## src/rtl/mips_pkg.sv

```systemverilog
// mips_pkg: shared definitions for the register file slice.
//   DATA_W_DEF / ADDR_W_DEF : default data and address widths
//   clr_state_e             : bulk-clear FSM state encoding
`timescale 1ns/1ps
package mips_pkg;
   localparam int DATA_W_DEF = 8;
   localparam int ADDR_W_DEF = 4;

   typedef enum logic {
      CLR_IDLE  = 1'b0,
      CLR_CLEAR = 1'b1
   } clr_state_e;
endpackage

```

## src/rtl/regfile_clr_fsm.sv

```systemverilog
// regfile_clr_fsm: sequences a bulk clear over every register address.
//   clk, rst (async, active-low)
//   clr_req  : pulse that starts a clear (ignored while busy)
//   clr_busy : high for 2**ADDR_W cycles while the clear runs
//   clr_done : high on the cycle the last address is cleared
//   clr_addr : address being cleared this cycle
`timescale 1ns/1ps
module regfile_clr_fsm
   import mips_pkg::*;
#(
   parameter int ADDR_W = ADDR_W_DEF
) (
   input  logic              clk,
   input  logic              rst,
   input  logic              clr_req,
   output logic              clr_busy,
   output logic              clr_done,
   output logic [ADDR_W-1:0] clr_addr
);

   localparam logic [ADDR_W-1:0] LAST_ADDR = '1;

   clr_state_e        state_q, state_d;
   logic [ADDR_W-1:0] cnt_q, cnt_d;

   always_ff @(posedge clk or negedge rst) begin
      if (!rst) begin
         state_q <= CLR_IDLE;
         cnt_q   <= '0;
      end else begin
         state_q <= state_d;
         cnt_q   <= cnt_d;
      end
   end

   always_comb begin
      state_d  = state_q;
      cnt_d    = cnt_q;
      clr_busy = 1'b0;
      clr_done = 1'b0;
      case (state_q)
         CLR_IDLE: begin
            if (clr_req) begin
               state_d = CLR_CLEAR;
               cnt_d   = '0;
            end
         end
         CLR_CLEAR: begin
            clr_busy = 1'b1;
            // Leaving CLEAR is the only way the counter returns to 0.
            if (cnt_q == LAST_ADDR) begin
               clr_done = 1'b1;
               state_d  = CLR_IDLE;
               cnt_d    = '0;
            end else begin
               cnt_d = cnt_q + 1'b1;
            end
         end
         default: state_d = CLR_IDLE;
      endcase
   end

   assign clr_addr = cnt_q;

endmodule

```

## src/rtl/register_file_p.sv

```systemverilog
// register_file_p: 2-read / 1-write register file with bulk clear.
//   clk, rst (async, active-low)
//   reg_write_en/dest/data        : write port
//   reg_read_addr_1/2, data_1/2   : combinational read ports
//   clr_req, clr_busy, clr_done   : bulk clear control/status
//   wr_stall                      : write requested but dropped (clear running)
`timescale 1ns/1ps
module register_file_p
   import mips_pkg::*;
#(
   parameter int DATA_W   = DATA_W_DEF,
   parameter int ADDR_W   = ADDR_W_DEF,
   parameter bit ZERO_REG = 1'b1,
   parameter bit BYPASS   = 1'b1
) (
   input  logic              clk,
   input  logic              rst,
   input  logic              reg_write_en,
   input  logic [ADDR_W-1:0] reg_write_dest,
   input  logic [DATA_W-1:0] reg_write_data,
   input  logic [ADDR_W-1:0] reg_read_addr_1,
   input  logic [ADDR_W-1:0] reg_read_addr_2,
   output logic [DATA_W-1:0] reg_read_data_1,
   output logic [DATA_W-1:0] reg_read_data_2,
   input  logic              clr_req,
   output logic              clr_busy,
   output logic              clr_done,
   output logic              wr_stall
);

   localparam int DEPTH = 2**ADDR_W;

   logic [DEPTH-1:0][DATA_W-1:0] mem_q, mem_d;
   logic [ADDR_W-1:0]            clr_addr;
   logic                         wr_ok;
   logic [1:0][ADDR_W-1:0]       rd_addr;
   logic [1:0][DATA_W-1:0]       rd_data;

   regfile_clr_fsm #(.ADDR_W(ADDR_W)) u_clr_fsm (
      .clk      (clk),
      .rst      (rst),
      .clr_req  (clr_req),
      .clr_busy (clr_busy),
      .clr_done (clr_done),
      .clr_addr (clr_addr)
   );

   // A write lands only outside a clear and never into the hardwired zero.
   assign wr_ok    = reg_write_en && !clr_busy &&
                     !(ZERO_REG && (reg_write_dest == '0));
   assign wr_stall = reg_write_en && clr_busy;

   always_comb begin
      mem_d = mem_q;
      if (clr_busy)
         mem_d[clr_addr] = '0;
      else if (wr_ok)
         mem_d[reg_write_dest] = reg_write_data;
   end

   always_ff @(posedge clk or negedge rst) begin
      if (!rst) mem_q <= '0;
      else      mem_q <= mem_d;
   end

   // Bypass only forwards accepted writes; the zero register overrides all.
   assign rd_addr = {reg_read_addr_2, reg_read_addr_1};

   always_comb begin
      rd_data = '0;
      for (int p = 0; p < 2; p++) begin
         rd_data[p] = mem_q[rd_addr[p]];
         if (BYPASS && wr_ok && (rd_addr[p] == reg_write_dest))
            rd_data[p] = reg_write_data;
         if (ZERO_REG && (rd_addr[p] == '0))
            rd_data[p] = '0;
      end
   end

   assign reg_read_data_1 = rd_data[0];
   assign reg_read_data_2 = rd_data[1];

endmodule

```

## config.mk

```make
export PLATFORM = sky130hd
export DESIGN_NAME = register_file_p
export DESIGN_NICKNAME = d
export VERILOG_FILES = /design/src/rtl/mips_pkg.sv /design/src/rtl/regfile_clr_fsm.sv /design/src/rtl/register_file_p.sv
export SDC_FILE = /design/constraint.sdc
export NUM_CORES = 1
export LEC_CHECK = 0
export BUFFER_PORTS_ARGS = -buffer_cell sky130_fd_sc_hd__buf_2
export CORE_ASPECT_RATIO = 1.75
export CORE_UTILIZATION = 51
export CTS_CLUSTER_DIAMETER = 150
export CTS_CLUSTER_SIZE = 16
export DETAILED_ROUTE_END_ITERATION = 7
export GPL_ROUTABILITY_DRIVEN = 0
export MAX_ROUTING_LAYER = met4
export PLACE_DENSITY = 0.69
export SYNTH_ARGS = -nofsm -noshare
export SYNTH_HDL_FRONTEND = slang
export SYNTH_SLANG_ARGS = --single-unit
export TNS_END_PERCENT = 30
```

## constraint.sdc

```tcl
create_clock -name clk -period 3.2 [get_ports clk]
set_input_delay 0.16 -clock clk [delete_from_list [all_inputs] [get_ports clk]]
set_output_delay 0.16 -clock clk [all_outputs]
set_load 0.03 [all_outputs]
```

Yosys cells after proc, flatten, opt, wreduce, memory -nomap -nowiden
Index checks and enable logic that the tools add are counted.
{"block": "classes", "bitwise": 3, "n_eq_ne": 4, "mux": 24, "n_reduce_logical": 13, "n_lt_le_gt_ge": 6, "addsub": 1}
{"cell": "128-bit two-way mux", "n": 2}
{"cell": "128-bit bitwise AND", "n": 1}
{"cell": "128-bit bitwise mux", "n": 1}
{"cell": "128-bit inverter", "n": 1}
{"cell": "8-bit binary-select mux with 4-bit select", "n": 2}
{"cell": "8-bit demux with 4-bit select", "n": 2}
{"cell": "8-bit two-way mux", "n": 8}
{"cell": "4-bit by 5-bit < comparator with 1-bit output, second input constant", "n": 4}
{"cell": "4-bit zero test", "n": 3}
{"cell": "4-bit equality test", "n": 2}
{"cell": "4-bit by 1-bit greater-or-equal comparator with 1-bit output, second input constant", "n": 2}
{"cell": "4-bit two-way mux", "n": 2}
{"cell": "4-bit case mux with 2 select lines", "n": 1}
{"cell": "1-bit logical AND", "n": 7}
{"cell": "1-bit two-way mux", "n": 5}
{"cell": "4-bit by 1-bit adder with 4-bit output, second input constant", "n": 1}
{"cell": "4-bit equality test, second input constant", "n": 1}
{"cell": "1-bit zero test", "n": 2}
{"cell": "2-bit != test, second input constant", "n": 1}
{"cell": "1-bit case mux with 2 select lines", "n": 1}
{"cell": "2-bit nonzero test", "n": 1}
{"cell": "1-bit inverter", "n": 1}
{"block": "word_totals", "word_cells": 69, "reg_bits": 133, "out_inout_bits": 19, "inputBits": 24}

Longest topological paths before layout
Gate-level depths: netlist (run 1).
{"block": "logic_depth", "depth_word": 7, "mapped_depth": 7, "mapped_depth_nobuf": 5}

Cells and area by module
Synthesis (run 1) repeated with hierarchy kept, for this count alone.
{"block": "hier_totals", "cells_unflattened": 602, "hier_area_um2": 7417.1}
{"module": "register_file_p", "seq_area_each_um2": 3203.1, "n_inst": 1, "cells_per_inst": 577, "area_per_inst_um2": 7179.4}
{"module": "regfile_clr_fsm", "seq_area_each_um2": 125.1, "n_inst": 1, "cells_per_inst": 25, "area_per_inst_um2": 237.7}

Least setup slack after synthesis (run 1)
OpenSTA, ideal clock, no wires.
{"block": "synth_timing", "kind": "register -> output", "start": "register u_clr_fsm.state_q", "end": "output port reg_read_data_1[0]", "required_time_ns": 3.040, "path_stages_with_launch": 5, "setup_slack_ns": 1.185, "n_path_buf": 1, "t_arrival_ns": 1.855, "cell_sequence": "dfrtp_1 -> nand3b_2 -> or2_2 -> buf_2 -> a31oi_1"}
{"block": "synth_via", "elab_chain_len": 7}
{"element": "start: declaration", "line_no": "regfile_clr_fsm.sv:23", "text": "clr_state_e state_q, state_d;"}
{"element": "start signal: assignment", "line_no": "regfile_clr_fsm.sv:31", "text": "state_q <= state_d;"}
{"element": "1-bit two-way mux", "line_no": "regfile_clr_fsm.sv:41", "text": "case (state_q)"}
{"element": "1-bit zero test", "line_no": "register_file_p.sv:49", "text": "assign wr_ok = reg_write_en && !clr_busy &&"}
{"element": "1-bit logical AND (2 in a row)", "line_no": "register_file_p.sv:49"}
{"element": "1-bit logical AND", "line_no": "register_file_p.sv:73", "text": "if (BYPASS && wr_ok && (rd_addr[p] == reg_write_dest))"}
{"element": "8-bit two-way mux", "line_no": "register_file_p.sv:73"}
{"element": "8-bit two-way mux", "line_no": "register_file_p.sv:75", "text": "if (ZERO_REG && (rd_addr[p] == '0))"}
{"element": "end: declaration", "line_no": "register_file_p.sv:23", "text": "output logic [DATA_W-1:0] reg_read_data_1,"}
Every way passes these cells.

Final worst setup path (run 1)
{"block": "layout_timing", "start": "register u_clr_fsm.state_q", "end": "output port reg_read_data_2[6]"}
{"block": "layout_via", "elab_chain_len": 7}
{"element": "1-bit two-way mux", "line_no": "regfile_clr_fsm.sv:41"}
{"element": "1-bit zero test", "line_no": "register_file_p.sv:49"}
{"element": "1-bit logical AND (2 in a row)", "line_no": "register_file_p.sv:49"}
{"element": "1-bit logical AND", "line_no": "register_file_p.sv:73"}
{"element": "8-bit two-way mux", "line_no": "register_file_p.sv:73"}
{"element": "8-bit two-way mux", "line_no": "register_file_p.sv:75"}
{"element": "end: declaration", "line_no": "register_file_p.sv:24", "text": "output logic [DATA_W-1:0] reg_read_data_2,"}
Every way passes these cells.

==> impl_metrics.yaml, run 1 <==
setup_path:
  cp_num_buf_inv: 1
  cp.arrival_ns: 2.65
  crit_family: "simple AND/OR/NAND/NOR gates"
  r2r_cells: 5
  end_kind: "output pin"
  cp.required_ns: 3.04
  r2r_start: "u_clr_fsm.state_q"
  critical_path_class: "flip-flop to output pin"
  reg2reg_setup_slack_ns: 0.82
  cp-start-kind: "flip-flop"
  path_max_fanout: 20
  max_stage_delay_ns: 0.61
  timing.rr.end: "mem_q[15]"
  crit_slowest_cell: "nand3b_2"
  worstPathCellList: "nand3b_2 -> or2_2 -> a21oi_1 -> buf_2"
clock_network:
  cts_resized: 0
  cts_setup_buffers: 0
  cts_tree: "built"
  clockRootBuffer: "clkbuf_16"
  cts_sinks: 133
  cts_buffers: 17
  worstSkewPairLatency_ns: 0.43
  clk_pin_slew_worst_paths_ns: 0.06
  cts_buffer_depth: 2
  h-tree-depth: 4
routing:
  wl_per_cell_microns: 30.6
  drc_errors: 0
  wl_microns: 24600
  vias: 6016
  drt-pass1-iter-count: 6
  viasPerCell: 7.47
  drtAntennaViolNets: 0
  drtIter0Drc: 708
synthesis:
  synthTopCellsByArea: "dfrtp_1, a22o_1, mux4_2, mux2i_1, o22ai_1"
  yosysUniqueCellTypes: 50
  synth_edf_count: 0
  seq_area_frac_synth: 0.449
  synth_cells: 601
  synth-seq-cells: 133
  synth_common_cells: "dfrtp_1, a22o_1, mux2i_1"
  netlist.area_leader.share: 0.449
  postSynth.asyncResetShare: 1.00
  synth-main-ff-cell: "dfrtp_1"
  yosysMostFrequentCell: "dfrtp_1"
  yosysTopAreaCell: "dfrtp_1"
  syn_area_sq_um: 7400
  ys_warn_count: 0
  avgSynthCellArea_sq_um: 12.3
  synth_nets: 629
global_routing:
  grt.total_usage: 0.358
  grt_max_degree: 59
  antenna_found_initial: 0
  grt_overflow: 0
  grt_pass1_vias: 6109
  grt_pass1_wl_microns: 38100
min_path:
  hold_path_depth: 2
  hold_start: "reg_write_data[6]"
  holdPathEnd: "mem_q[126]"
  hp-class: "input pin to flip-flop"
floorplan:
  fp.dieArea_sq_um: 15000
  ios: 43
  coreArea_sq_um: 14000
  rows: 57
  die_w_microns: 93.1
  start_util: 0.527
  die_h_microns: 161
job:
  max-cap-violations: 0
final_layout:
  stdcell_area_sq_um: 8270
  antennaDiodeCount: 0
  area_delta_synth_final_pct: 11.7
  fin_nets: 644
  fillers: 1115
  drive_above_1_share: 0.239
timing:
  finalSetupTns_ns: 0
  setup_viol: 0
  fin_hold_ws_ns: 0.254
  period_needed_ns: 2.81
  timing.final.crit_share: 0.878
  worstMarginPinSlew_ns: 1.03
  fin_skew_ns: 0.00791
  hold_viol: 0
  rsz0062_at_grt: "no"
  slew_headroom: 0.313
  fmax_mhz: 356
  slew_violations: 0
pwr:
  ir_drop_mv: 0.300
  power_density_nw_per_um2: 675
  p_leak_uw: 0.00371
place:
  place_area_sq_um: 7640
  dp_hpwl_microns: 17100
  io_buffer_count: 42
outcome:
  status: "finished, final reports clean"
==> cell usage in the layout, fill, tap and decap left out, types with 14 or more instances in the layout <==
| master | n |
|---|---|
| dfrtp_1 | 133 |
| nand3_1 | 14 |
| mux2i_1 | 64 |
| mux4_2 | 32 |
| buf_2 | 41 |
| a22o_1 | 120 |
| a211oi_1 | 16 |
| clkbuf_16 | 17 |
| o22ai_1 | 32 |
| o31ai_1 | 18 |
| a31oi_1 | 14 |
==> how the worst max path moves through the flow <==
stage	start	endpoint	slack, ns	depth (start not counted)
global route	u_clr_fsm.state_q	reg_read_data_2[4]	0.26	4
finish	u_clr_fsm.state_q	reg_read_data_2[6]	0.39	4
global placement	reg_read_addr_2[0]	reg_read_data_2[4]	0.87	7
CTS	u_clr_fsm.state_q	reg_read_data_2[4]	0.47	4
floorplan	u_clr_fsm.state_q	reg_read_data_1[0]	1.19	4
detailed placement	reg_read_addr_2[0]	reg_read_data_2[4]	0.83	7
==> final cells by class <==
class / count / area, sq um / share of cell area
clock buffers: 19 / 453 / 0.0548
inverters: 3 / 11.3 / 0.00136
well taps: 177 / 221 / 0.0268
flip-flops and latches: 133 / 3330 / 0.402
clock inverters: 12 / 154 / 0.0186
multi-input cells: 408 / 3790 / 0.458
repair buffers: 53 / 313 / 0.0378
==> metal layers <==
layer,global-route usage,part of all wire,up-vias
li1,-,-,2442
met3,0.0880,0.084,110
met2,0.559,0.49,434
met5,-,0,-
met1,0.422,0.35,3030
met4,0.201,0.067,0
==> kinds of logic after synthesis <==
family                   after synthesis  share of synthesized area
multiplexers                          98                      0.187
adder cells (fa/ha/maj)                4                    0.00676
XOR/XNOR                               9                     0.0106
flip-flops                           133                      0.449
buffers and inverters                 60                     0.0387
AO/OA/AOI/OAI                        221                      0.237
AND/OR/NAND/NOR                       76                     0.0708
==> report_power, final <==
| part | switching (uW) | total [uW] | internal, uW | leakage, uW |
|---|---|---|---|---|
| clock network | 782 | 2040 | 1260 | 0.000291 |
| registers | 253 | 2190 | 1940 | 0.00184 |
| logic | 800 | 1340 | 543 | 0.00158 |
| total | 1840 | 5580 | 3740 | 0.00371 |
==> stage by stage <==
step	setup slack, ns	total power, uW	util	std cells
6_report	0.392	5580	0.589	805
5_1_grt	0.263	5770	0.589	805
4_1_cts	0.472	5550	0.589	805
3_5_place_dp	0.833	3510	0.544	772
3_3_place_gp	0.868	3460	0.544	772
2_1_floorplan	1.19	3070	-	601
==> repair_timing <==
item,4_1_cts,5_1_grt
hold buffers,2,0
setup endpoints to repair,0,0
hold endpoints to repair,43,0
==> registers in the layout, indices dropped and copies added (netlist names) <==
signal / flops
u_clr_fsm.clr_addr: 4
u_clr_fsm.state_q: 1
mem_q: 128
==> worst reg2reg max path, stage by stage, from the launching register on <==
cell and delay (ns):
dfrtp_1 0.64, nand4bb_1 0.35, nor3_2 0.07, buf_4 0.19
a21oi_1 0.80, a22o_1 0.26
Power figures use the tool's default switching activity.
==> run 2: changes to the inputs <==
Settings changed: REMOVE_ABC_BUFFERS from default to 1.
==> run 2 against run 1 <==
Net effect:
- setup slack improved by 0.073 ns
- non-clock buffer count down 1
- clock power is 13% higher
- power is 4.3% higher
- cell count shrank 0.12%
- first-iteration DRC count shrank 20%
- core utilization grew 0.55 points
- via count down 1.7%
- global-route usage down 1.8 points
- combinational power about the same
- sequential cell count stayed put
- fmax rose by 2.7%
- critical path type unchanged
==> impl_metrics.yaml, run 2 (synthesized netlist as in run 1, its figures left out) <==
global_routing:
  grt_overflow: 0
  antenna_found_initial: 0
  grt_pass1_wl_microns: 36700
  grt_pass1_vias: 6073
  grt_max_degree: 115
  grt.total_usage: 0.340
floorplan:
  start_util: 0.527
  ios: 43
  die_w_microns: 93.1
  rows: 57
  fp.dieArea_sq_um: 15000
  coreArea_sq_um: 14000
  die_h_microns: 161
timing:
  worstMarginPinSlew_ns: 1.10
  hold_viol: 0
  rsz0062_at_grt: "no"
  period_needed_ns: 2.73
  setup_viol: 0
  slew_headroom: 0.265
  slew_violations: 0
  finalSetupTns_ns: 0
  fin_skew_ns: 0.00559
  fmax_mhz: 366
  timing.final.crit_share: 0.855
setup_path:
  path_max_fanout: 20
  max_stage_delay_ns: 0.56
  crit_slowest_cell: "dfrtp_1"
  cp.required_ns: 3.04
  crit_cells: 4
  cp.arrival_ns: 2.57
  cp_num_buf_inv: 1
  worstPathCellList: "nand3b_2 -> or2_2 -> a31oi_1 -> buf_2"
  cp-start-kind: "flip-flop"
  r2r_cells: 4
  crit_family: "simple AND/OR/NAND/NOR gates"
  end_kind: "output pin"
  critical_path_class: "flip-flop to output pin"
final_layout:
  final_common_cell: "dfrtp_1"
  final_cell_mix: "dfrtp_1, a22o_1, mux2i_1"
  drive_above_1_share: 0.238
  fillers: 1096
  area_delta_synth_final_pct: 12.7
  seqCellArea_sq_um: 3330
  largest_reg_flops: 128
  top_register: "mem_q"
  antennaDiodeCount: 0
  fin_nets: 643
  utilization: 0.594
  multi_input_area_sq_um: 3790
routing:
  drtAntennaViolNets: 0
  drc_errors: 0
  top_layer: "met4"
  vias: 5915
  drt-pass1-iter-count: 6
  wl_microns: 23500
  wl_met2_microns: 11500
  drtIter0Drc: 567
  wl_met3_microns: 2060
  met1_length_microns: 8660
  wl_per_cell_microns: 29.2
  viasPerCell: 7.36
pwr:
  switchingPower_uw: 1810
  ir_drop_mv: 0.309
  power_density_nw_per_um2: 697
  p_leak_uw: 0.00374
  clkPwrFrac: 0.395
  power_frac_comb: 0.228
  swShare: 0.311
  seqPwrFrac: 0.378
  p_int_uw: 4010
job:
  max-cap-violations: 0
clock_network:
  cts_buffers: 17
  cts_resized: 0
  cts_tree: "built"
  cts_buffer_depth: 2
  h-tree-depth: 4
  cts_sinks: 133
  clockRootBuffer: "clkbuf_16"
  clk_pin_slew_worst_paths_ns: 0.06
  ctsHoldBuffers: 2
  cts_setup_buffers: 0
  worstSkewPairLatency_ns: 0.41
min_path:
  hold_path_depth: 2
  hp-class: "input pin to flip-flop"
place:
  io_buffer_count: 42
  dp_hpwl_microns: 16100
outcome:
  status: "finished, final reports clean"
## run 2: cell types whose count changed in the layout (fill, tap and decap cells not counted), sizes merged
cell      previous run  this run
bufinv               3         6
clkinv               5         2
buf                 51        50
clkbuf              19        20
clkinvlp             3         2
## run 2: power groups by stage
stage                     clock network (uW)  logic [uW]  registers [uW]
after floorplan                            0         863            2120
after global placement                     0        1260            2190
after detailed placement                   0        1290            2210
after CTS                               2310        1310            2190
after global routing                    2380        1400            2220
final                                   2300        1320            2200
## run 2: stage by stage
step	area, sq um	power, uW	std cells	hold WS (ns)	setup slack (ns)
after detailed placement	7640	3500	771	0.383	0.794
after global routing	8350	6010	804	0.279	0.408
after floorplan	7130	2990	544	-0.136	1.03
after global placement	7640	3450	771	0.368	0.799
after CTS	8350	5800	804	0.269	0.529
final	8350	5820	804	0.289	0.465
## run 2: path summary, 6_finish.rpt
check,startpoint,end,slack [ns]
worst max-delay path,u_clr_fsm.state_q,reg_read_data_2[2],0.47
min in group asynchronous,rst,mem_q[1],0.43
worst max register to register,u_clr_fsm.state_q,mem_q[125],0.93
worst min register to register,mem_q[27],mem_q[27],0.53
max in group asynchronous,rst,mem_q[36],1.97
worst min-delay path,reg_write_data[6],mem_q[62],0.29
## run 2: worst register-to-register path: stages (launching register included)
cell and delay, ns:
dfrtp_1 0.56, nand4b_1 0.45, nor2_2 0.53, nor2_1 0.35
a22o_1 0.27
## run 2: cell type report
type                            count  area share
Tap cell                          177      0.0265
Sequential cell                   133       0.399
Clock buffer                       20      0.0559
Timing Repair Buffer               52      0.0370
Clock inverter                     11      0.0265
Inverter                            3     0.00135
Multi-Input combinational cell    408       0.454
## run 2: routing by layer
layer | global-route usage | vias up
met1 | 0.409 | 2992
met2 | 0.532 | 393
met5 | - | -
met4 | 0.185 | 0
li1 | - | 2446
met3 | 0.0716 | 84
